==> src/rtl/nr_pkg.sv <==
// ---------------------------------------------------------------------------
// nr_pkg
// Shared definitions for the Newton-Raphson reciprocal/divide controller:
//   - nr_state_t      : controller state encoding
//   - SEL_A_* / SEL_B_*: operand mux select codes driven to the datapath
//   - NR_ITER_W       : default width of the iteration count
// ---------------------------------------------------------------------------
package nr_pkg;

    localparam int NR_ITER_W = 4;

    typedef enum logic [3:0] {
        ST_IDLE      = 4'd0,
        ST_INIT      = 4'd1,
        ST_M1_ISSUE  = 4'd2,
        ST_M1_WAIT   = 4'd3,
        ST_M2_ISSUE  = 4'd4,
        ST_M2_WAIT   = 4'd5,
        ST_FIN_ISSUE = 4'd6,
        ST_FIN_WAIT  = 4'd7,
        ST_DONE      = 4'd8
    } nr_state_t;

    // Operand A: divisor d or current estimate x
    localparam logic [1:0] SEL_A_D = 2'd0;
    localparam logic [1:0] SEL_A_X = 2'd1;

    // Operand B: estimate x, correction (2 - t) or numerator
    localparam logic [1:0] SEL_B_X           = 2'd0;
    localparam logic [1:0] SEL_B_TWO_MINUS_T = 2'd1;
    localparam logic [1:0] SEL_B_NUM         = 2'd2;

endpackage

==> src/rtl/nr_iter_counter.sv <==
// ---------------------------------------------------------------------------
// nr_iter_counter
// Counts completed Newton-Raphson iterations and flags when the next
// increment will reach the requested iteration count.
//   clock, reset : clock and synchronous active-high reset
//   clear        : zero the count (start of an operation)
//   inc          : one iteration has completed
//   limit        : requested iteration count
//   count        : completed iterations
//   last         : count + 1 == limit (the pending increment is the final one)
// ---------------------------------------------------------------------------
module nr_iter_counter
    import nr_pkg::*;
#(
    parameter int ITER_W = NR_ITER_W
) (
    input  logic              clock,
    input  logic              reset,
    input  logic              clear,
    input  logic              inc,
    input  logic [ITER_W-1:0] limit,
    output logic [ITER_W-1:0] count,
    output logic              last
);

    logic [ITER_W-1:0] count_next;

    assign count_next = count + ITER_W'(1);

    // Compare against the incremented value so the controller can decide
    // the next state in the same cycle the iteration completes.
    assign last = (count_next == limit);

    always_ff @(posedge clock) begin
        if (reset || clear) begin
            count <= '0;
        end else if (inc) begin
            count <= count_next;
        end
    end

endmodule

==> src/rtl/nr_recip_ctrl.sv <==
// ---------------------------------------------------------------------------
// nr_recip_ctrl
// Sequencer for a Newton-Raphson reciprocal (1/d) or quotient (n/d) unit
// built around one shared multiplier. Each iteration runs t = d*x followed
// by x = x*(2 - t); divide mode adds a final q = x*n.
//   clock, reset         : clock and synchronous active-high reset
//   req / ack            : four-phase request handshake
//   div_mode, n_iter,
//   zero_in              : operation parameters, sampled with req
//   abort                : cancel the operation in flight
//   mult_ready           : multiplier result valid
//   mult_start           : one-cycle multiplier launch
//   sel_a, sel_b         : operand mux selects
//   init_load            : datapath loads d, numerator and x0
//   t_load/x_load/q_load : result register write strobes
//   err                  : divide by zero, valid with ack
//   busy                 : controller not idle
//   iter_cnt             : completed iterations
// ---------------------------------------------------------------------------
module nr_recip_ctrl
    import nr_pkg::*;
#(
    parameter int ITER_W = NR_ITER_W,
    parameter bit DIV_EN = 1'b1
) (
    input  logic              clock,
    input  logic              reset,
    input  logic              req,
    input  logic              div_mode,
    input  logic [ITER_W-1:0] n_iter,
    input  logic              zero_in,
    input  logic              abort,
    input  logic              mult_ready,
    output logic              mult_start,
    output logic [1:0]        sel_a,
    output logic [1:0]        sel_b,
    output logic              init_load,
    output logic              t_load,
    output logic              x_load,
    output logic              q_load,
    output logic              ack,
    output logic              err,
    output logic              busy,
    output logic [ITER_W-1:0] iter_cnt
);

    nr_state_t         state;
    logic [ITER_W-1:0] n_iter_q;
    logic              div_q;
    logic              zero_q;
    logic              quiet;
    logic              cnt_clear;
    logic              cnt_inc;
    logic              cnt_last;

    // Reset or abort in the current cycle suppresses every strobe, so the
    // datapath never sees a write from an operation being torn down.
    assign quiet = reset | abort;

    assign busy      = (state != ST_IDLE);
    assign cnt_clear = (state == ST_INIT) && !abort;
    assign cnt_inc   = (state == ST_M2_WAIT) && mult_ready && !quiet;

    nr_iter_counter #(
        .ITER_W (ITER_W)
    ) u_iter_counter (
        .clock (clock),
        .reset (reset),
        .clear (cnt_clear),
        .inc   (cnt_inc),
        .limit (n_iter_q),
        .count (iter_cnt),
        .last  (cnt_last)
    );

    // Selects are held across both ISSUE and WAIT of a multiply; strobes
    // follow mult_ready combinationally so the result is captured the
    // cycle it appears.
    always_comb begin
        mult_start = 1'b0;
        init_load  = 1'b0;
        t_load     = 1'b0;
        x_load     = 1'b0;
        q_load     = 1'b0;
        sel_a      = SEL_A_D;
        sel_b      = SEL_B_X;
        case (state)
            ST_INIT:      init_load = !quiet;
            ST_M1_ISSUE:  mult_start = !quiet;
            ST_M1_WAIT:   t_load = mult_ready && !quiet;
            ST_M2_ISSUE: begin
                sel_a      = SEL_A_X;
                sel_b      = SEL_B_TWO_MINUS_T;
                mult_start = !quiet;
            end
            ST_M2_WAIT: begin
                sel_a  = SEL_A_X;
                sel_b  = SEL_B_TWO_MINUS_T;
                x_load = mult_ready && !quiet;
            end
            ST_FIN_ISSUE: begin
                sel_a      = SEL_A_X;
                sel_b      = SEL_B_NUM;
                mult_start = !quiet;
            end
            ST_FIN_WAIT: begin
                sel_a  = SEL_A_X;
                sel_b  = SEL_B_NUM;
                q_load = mult_ready && !quiet;
            end
            default: ;
        endcase
    end

    // Main sequencer. ack and err are raised from inside DONE, so ack rises
    // one cycle after DONE is entered and drops on the edge that leaves it.
    always_ff @(posedge clock) begin
        if (reset) begin
            state    <= ST_IDLE;
            n_iter_q <= '0;
            div_q    <= 1'b0;
            zero_q   <= 1'b0;
            ack      <= 1'b0;
            err      <= 1'b0;
        end else if (abort && (state != ST_IDLE) && (state != ST_DONE)) begin
            state <= ST_IDLE;
        end else begin
            case (state)
                ST_IDLE: begin
                    if (req) begin
                        n_iter_q <= n_iter;
                        div_q    <= div_mode & DIV_EN;
                        zero_q   <= zero_in;
                        state    <= zero_in ? ST_DONE : ST_INIT;
                    end
                end
                ST_INIT:      state <= (n_iter_q == '0) ? ST_DONE : ST_M1_ISSUE;
                ST_M1_ISSUE:  state <= ST_M1_WAIT;
                ST_M1_WAIT: begin
                    if (mult_ready) state <= ST_M2_ISSUE;
                end
                ST_M2_ISSUE:  state <= ST_M2_WAIT;
                ST_M2_WAIT: begin
                    if (mult_ready) begin
                        if (cnt_last) state <= div_q ? ST_FIN_ISSUE : ST_DONE;
                        else          state <= ST_M1_ISSUE;
                    end
                end
                ST_FIN_ISSUE: state <= ST_FIN_WAIT;
                ST_FIN_WAIT: begin
                    if (mult_ready) state <= ST_DONE;
                end
                ST_DONE: begin
                    if (!req) begin
                        state <= ST_IDLE;
                        ack   <= 1'b0;
                        err   <= 1'b0;
                    end else begin
                        ack <= 1'b1;
                        err <= zero_q;
                    end
                end
                default:      state <= ST_IDLE;
            endcase
        end
    end

endmodule

==> config.mk <==
export PLATFORM = sky130hd
export DESIGN_NAME = nr_recip_ctrl
export DESIGN_NICKNAME = d
export VERILOG_FILES = /design/src/rtl/nr_pkg.sv /design/src/rtl/nr_iter_counter.sv /design/src/rtl/nr_recip_ctrl.sv
export SDC_FILE = /design/constraint.sdc
export NUM_CORES = 1
export LEC_CHECK = 0
export CAP_MARGIN = 20
export CELL_PAD_IN_SITES_DETAIL_PLACEMENT = 1
export CELL_PAD_IN_SITES_GLOBAL_PLACEMENT = 1
export CORE_MARGIN = 1
export CORE_UTILIZATION = 34
export DETAILED_ROUTE_END_ITERATION = 8
export MAX_ROUTING_LAYER = met4
export PLACE_DENSITY_LB_ADDON = 0.1
export SLEW_MARGIN = 20
export SYNTH_ARGS = -nofsm -noshare
export SYNTH_HDL_FRONTEND = slang
export SYNTH_SLANG_ARGS = --single-unit
export TNS_END_PERCENT = 30
==> constraint.sdc <==
create_clock -name clock -period 1.9 [get_ports clock]
set_input_delay 0.285 -clock clock [delete_from_list [all_inputs] [get_ports clock]]
set_output_delay 0.285 -clock clock [all_outputs]
set_load 0.02 [all_outputs]
After elaboration in Yosys (flattened, before gate mapping) --
Cells that the tools add are included.
Word-level totals: register bits after elaboration 16, bits in latches 0, bits in writable memories 0, memory bits (read-only) 0, output and inout bits 16, logic and storage cells 64, memories kept 0
Operators by class: $add $sub $neg 1, multipliers 0, divide/modulo/power cells 0, magnitude comparators 0, equal/unequal tests 15, shifts and indexed selects 0, multiplexer cells 19, bitwise operators 2, reductions and logical operators 20
Operators with widths (count):
- 4-bit 2-to-1 mux | 9
- 4-bit one-hot mux with 9 select lines | 1
- 4-bit by 3-bit == test with 1-bit output (second input constant) | 4
- 2-bit != test (second input constant) | 5
- 4-bit by 2-bit == test with 1-bit output (second input constant) | 2
- 4-bit zero test | 2
- 1-bit 2-to-1 mux | 8
- 1-bit logical AND | 6
- 2-bit OR reduction | 3
- 5-bit AND reduction | 1
- 4-bit by 1-bit adder with 4-bit output (second input constant) | 1
- 4-bit by 1-bit == test with 1-bit output (second input constant) | 1
- 4-bit == test | 1
- 4-bit == test (second input constant) | 1
- 4-bit != test (second input constant) | 1
- 2-bit one-hot mux with 2 select lines | 1
- 4-bit nonzero test | 1
- 4-bit OR reduction | 1
- 3-bit AND reduction | 1
- 3-bit OR reduction | 1
- 1-bit zero test | 2
- 2-bit AND reduction | 1
- 1-bit logical OR | 1
- 1-bit NOT | 1
- 1-bit bitwise OR | 1

Longest topological paths before layout --
depth in word-level cells 5, gate-level depth with buffers 5, mapped depth without buffers 5

Modules after synthesis --
From an unflattened synthesis, not the netlist that was laid out.
Second synthesis, totals: cells, all modules 118, area, all modules 920.9 um^2
By module, submodules not included:
- nr_recip_ctrl | times used 1, cells an instance 95, area an instance 698.2 um^2
- nr_iter_counter | times used 1, cells an instance 23, area an instance 222.7 um^2

Worst setup path after synthesis --
Ideal clock, no wire load.
kind flip-flop to output port, start point register state[3], end point output init_load, data arrival time 1.438 ns, data required time 1.615 ns, slack 0.177 ns, stages on the path, launching flop included 4, buffers on the path 1, cells stage by stage dfxtp_1 > buf_2 > or4b_4 > nor3_1
On the way: longest elaborated chain between the ends 2
RTL lines:
- start: declaration | RTL line nr_recip_ctrl.sv:47 | nr_state_t state;
- start signal: assignment | RTL line nr_recip_ctrl.sv:134 | state <= zero_in ? ST_DONE : ST_INIT;
- start signal: assignment | RTL line nr_recip_ctrl.sv:137 | ST_INIT: state <= (n_iter_q == '0) ? ST_DONE : ST_M1_ISSUE;
- start signal: assignment | RTL line nr_recip_ctrl.sv:145 | if (cnt_last) state <= div_q ? ST_FIN_ISSUE : ST_DONE;
- 4-bit by 1-bit == test with 1-bit output | RTL line nr_recip_ctrl.sv:87 | case (state)
- 1-bit 2-to-1 mux | RTL line nr_recip_ctrl.sv:87
- end: declaration | RTL line nr_recip_ctrl.sv:37 | output logic init_load,
No other way between the ends.

Final worst setup path --
start point register state[1], end point output init_load
Same word-level chain as after synthesis.

==> flow_summary.yaml <==
logic_synthesis:
  yosys-top-cells-area: "dfxtp_1 34%, mux2i_1 8.4%, nor2_1 5.5%, xor2_1 3.7%, a21oi_1 3.1%"
  synth_nets: 123
  yosysWarnings: 0
  synth_most_common_cell: "dfxtp_1"
  synthArstFlopShare: 0
  yosysSeqAreaShare: 0.336
  synth-seq-cells: 16
  synth_cell_types: 38
  synth_common_cells: "16 x dfxtp_1, 14 x nor2_1, 8 x mux2i_1"
  syn_avg_cell_area_um2: 8.60
  synthCells: 111
  yosysTopAreaCellShare: 0.336
  synth_ff_type: "dfxtp_1"
  synth_edf_count: 0
  yosys.area.top_type: "dfxtp_1"
  syn_area_um2: 955
global_routing:
  grt_usage: 0.219
  grt_max_degree: 17
  overflow: 0
  grt_pass1_wl_um: 4530
  antenna_found_initial: 0
  grt_pass1_vias: 973
sta:
  fin_crit_sh: 0.954
  maxSlewViolCount: 0
  min_period_ps: 1810
  rsz0062_at_grt: "false"
  hold_ws_ps: 460
  setup_violations: 0
  fin_skew_ps: 4.73
  final_hold_viol_count: 0
  finalWorstSetupSlack_ps: 88.1
  fmax_mhz: 552
drt:
  ant_nets: 0
  drc: 0
  drtIter0Drc: 3
  route.met2.wl_um: 1400
  vias: 942
  top_layer: "met4"
  wl_met1_um: 1280
  wl_met3_um: 112
  wl_per_cell_um: 15.8
  via_per_inst: 5.29
  routed_wl_um: 2810
  first_pass_iters: 4
cts:
  clk_pin_slew_ps: 100
  cts_inserted_buffers: 3
  root_buffer: "clkbuf_4"
  cts_hold_buf: 0
  cts_tree: "yes"
  clk_latency_ps: 280
  cts_buffer_depth: 2
  clock_sinks: 16
  htreeDepth: 1
worst_hold_path:
  holdCritStartpoint: "err"
  hold_class: "reg -> reg"
  min_path_cells: 2
  hold_path_end: "err"
critical_path:
  cp_max_fo: 2
  cp-end-kind: "output pin"
  rr_startpoint: "state[1]"
  r2r_cells: 6
  start_kind: "flop"
  max_stage_delay_ps: 550
  r2r_slack_ps: 180
  slowest_stage: "or4b_4"
  reg2reg_to: "n_iter_q[2]"
  crit_chain: "or4b_4, nor3_2, buf_2"
  arrival_ps: 1530
  crit_type: "reg -> out"
  crit_required_ps: 1620
placement:
  place.gp.congestion: 0.847
  placed_cell_area_mm2: 0.00132
  dp_slack_ps: -335
  port_buffers: 25
  dp_hpwl_um: 2160
finish:
  nets: 161
  num_antenna_cells: 0
  area_growth_pct: 41.0
  fin_util: 0.524
  postLayoutCellArea_mm2: 0.00135
  drive_above_1_share: 0.209
job:
  maxCapViolCount: 0
floorplanning:
  die_x_um: 55.0
  io_pins: 27
  fp.dieH_um: 55.0
  start_util: 0.372
  coreArea_mm2: 0.00257
  row_count: 18
  die-area_mm2: 0.00302
pwr:
  ir_drop_v: 0.000403
  p_leak_uw: 0.000598
  power_density_mw_per_mm2: 593
run_status:
  status: "complete, no violations"
## flip-flops by register name, summed over array words and instances, names as in the netlist
signal                cells
ack                       1
n_iter_q                  4
err                       1
u_iter_counter.count      4
zero_q                    1
state                     4
div_q                     1
## stage by stage
step | setup TNS (ps) | cells | power (uW)
6_report | 0 | 178 | 798
5_1_grt | 0 | 178 | 844
4_1_cts | 0 | 178 | 811
3_5_place_dp | -1450 | 174 | 582
3_3_place_gp | -1050 | 174 | 576
2_1_floorplan | 0 | 111 | 496
## final cells by class
class | instances | area [um^2]
Clock buffer | 4 | 36.3
Fill cell | 325 | 1220
Inverter | 3 | 11.3
Multi-Input combinational cell | 85 | 602
Sequential cell | 16 | 320
Tap cell | 30 | 37.5
Timing Repair Buffer | 40 | 339
## cell usage in the layout (no fill, tap or decap), drive strengths merged, types with 4 or more instances in the layout
cell,count
buf,17
dfxtp,16
clkdlybuf4s50,16
nor2,15
mux2i,8
a21oi,6
nor3,6
clkbuf,6
nand2,5
and3,4
nand3,4
a31oi,4
xor2,4
## how the worst max path moves through the flow
stage	endpoint	startpoint	depth (start not counted)	slack, ps
after floorplan	init_load	state[3]	3	180
after global placement	x_load	mult_ready	4	-250
after detailed placement	mult_start	abort	4	-330
after CTS	busy	state[1]	3	10
after global routing	sel_b[0]	state[2]	4	6
final	init_load	state[1]	3	90
## worst max-delay path, delay by kind of cell, from the launching register on
family        cells  cell delay, ps
flops             1             330
simple gates      2             710
buf+inv           1             200
## cell families after synthesis
family,share of synthesized area
XOR/XNOR,0.0891
multiplexers,0.0839
other,0.00393
AND/OR/NAND/NOR,0.298
adder cells (fa/ha/maj),0.0131
buffers and inverters,0.0472
flip-flops,0.336
AO/OA/AOI/OAI,0.130
## report_power, final
| part | switching (uW) | total, uW | internal, uW |
|---|---|---|---|
| registers | 12.7 | 365 | 352 |
| clock network | 109 | 225 | 117 |
| logic | 107 | 208 | 101 |
## what timing repair did
action	CTS	global route
resized for setup	19	7
setup endpoints to repair	9	5
setup buffers	0	0
## layer usage
| layer | global-route usage | vias to the layer above |
|---|---|---|
| li1 | - | 466 |
| met1 | 0.259 | 453 |
| met2 | 0.388 | 21 |
| met3 | 0.0246 | 2 |
| met4 | 0.0625 | 0 |
| met5 | - | - |
No activity file was read; power rests on OpenSTA's default activity.
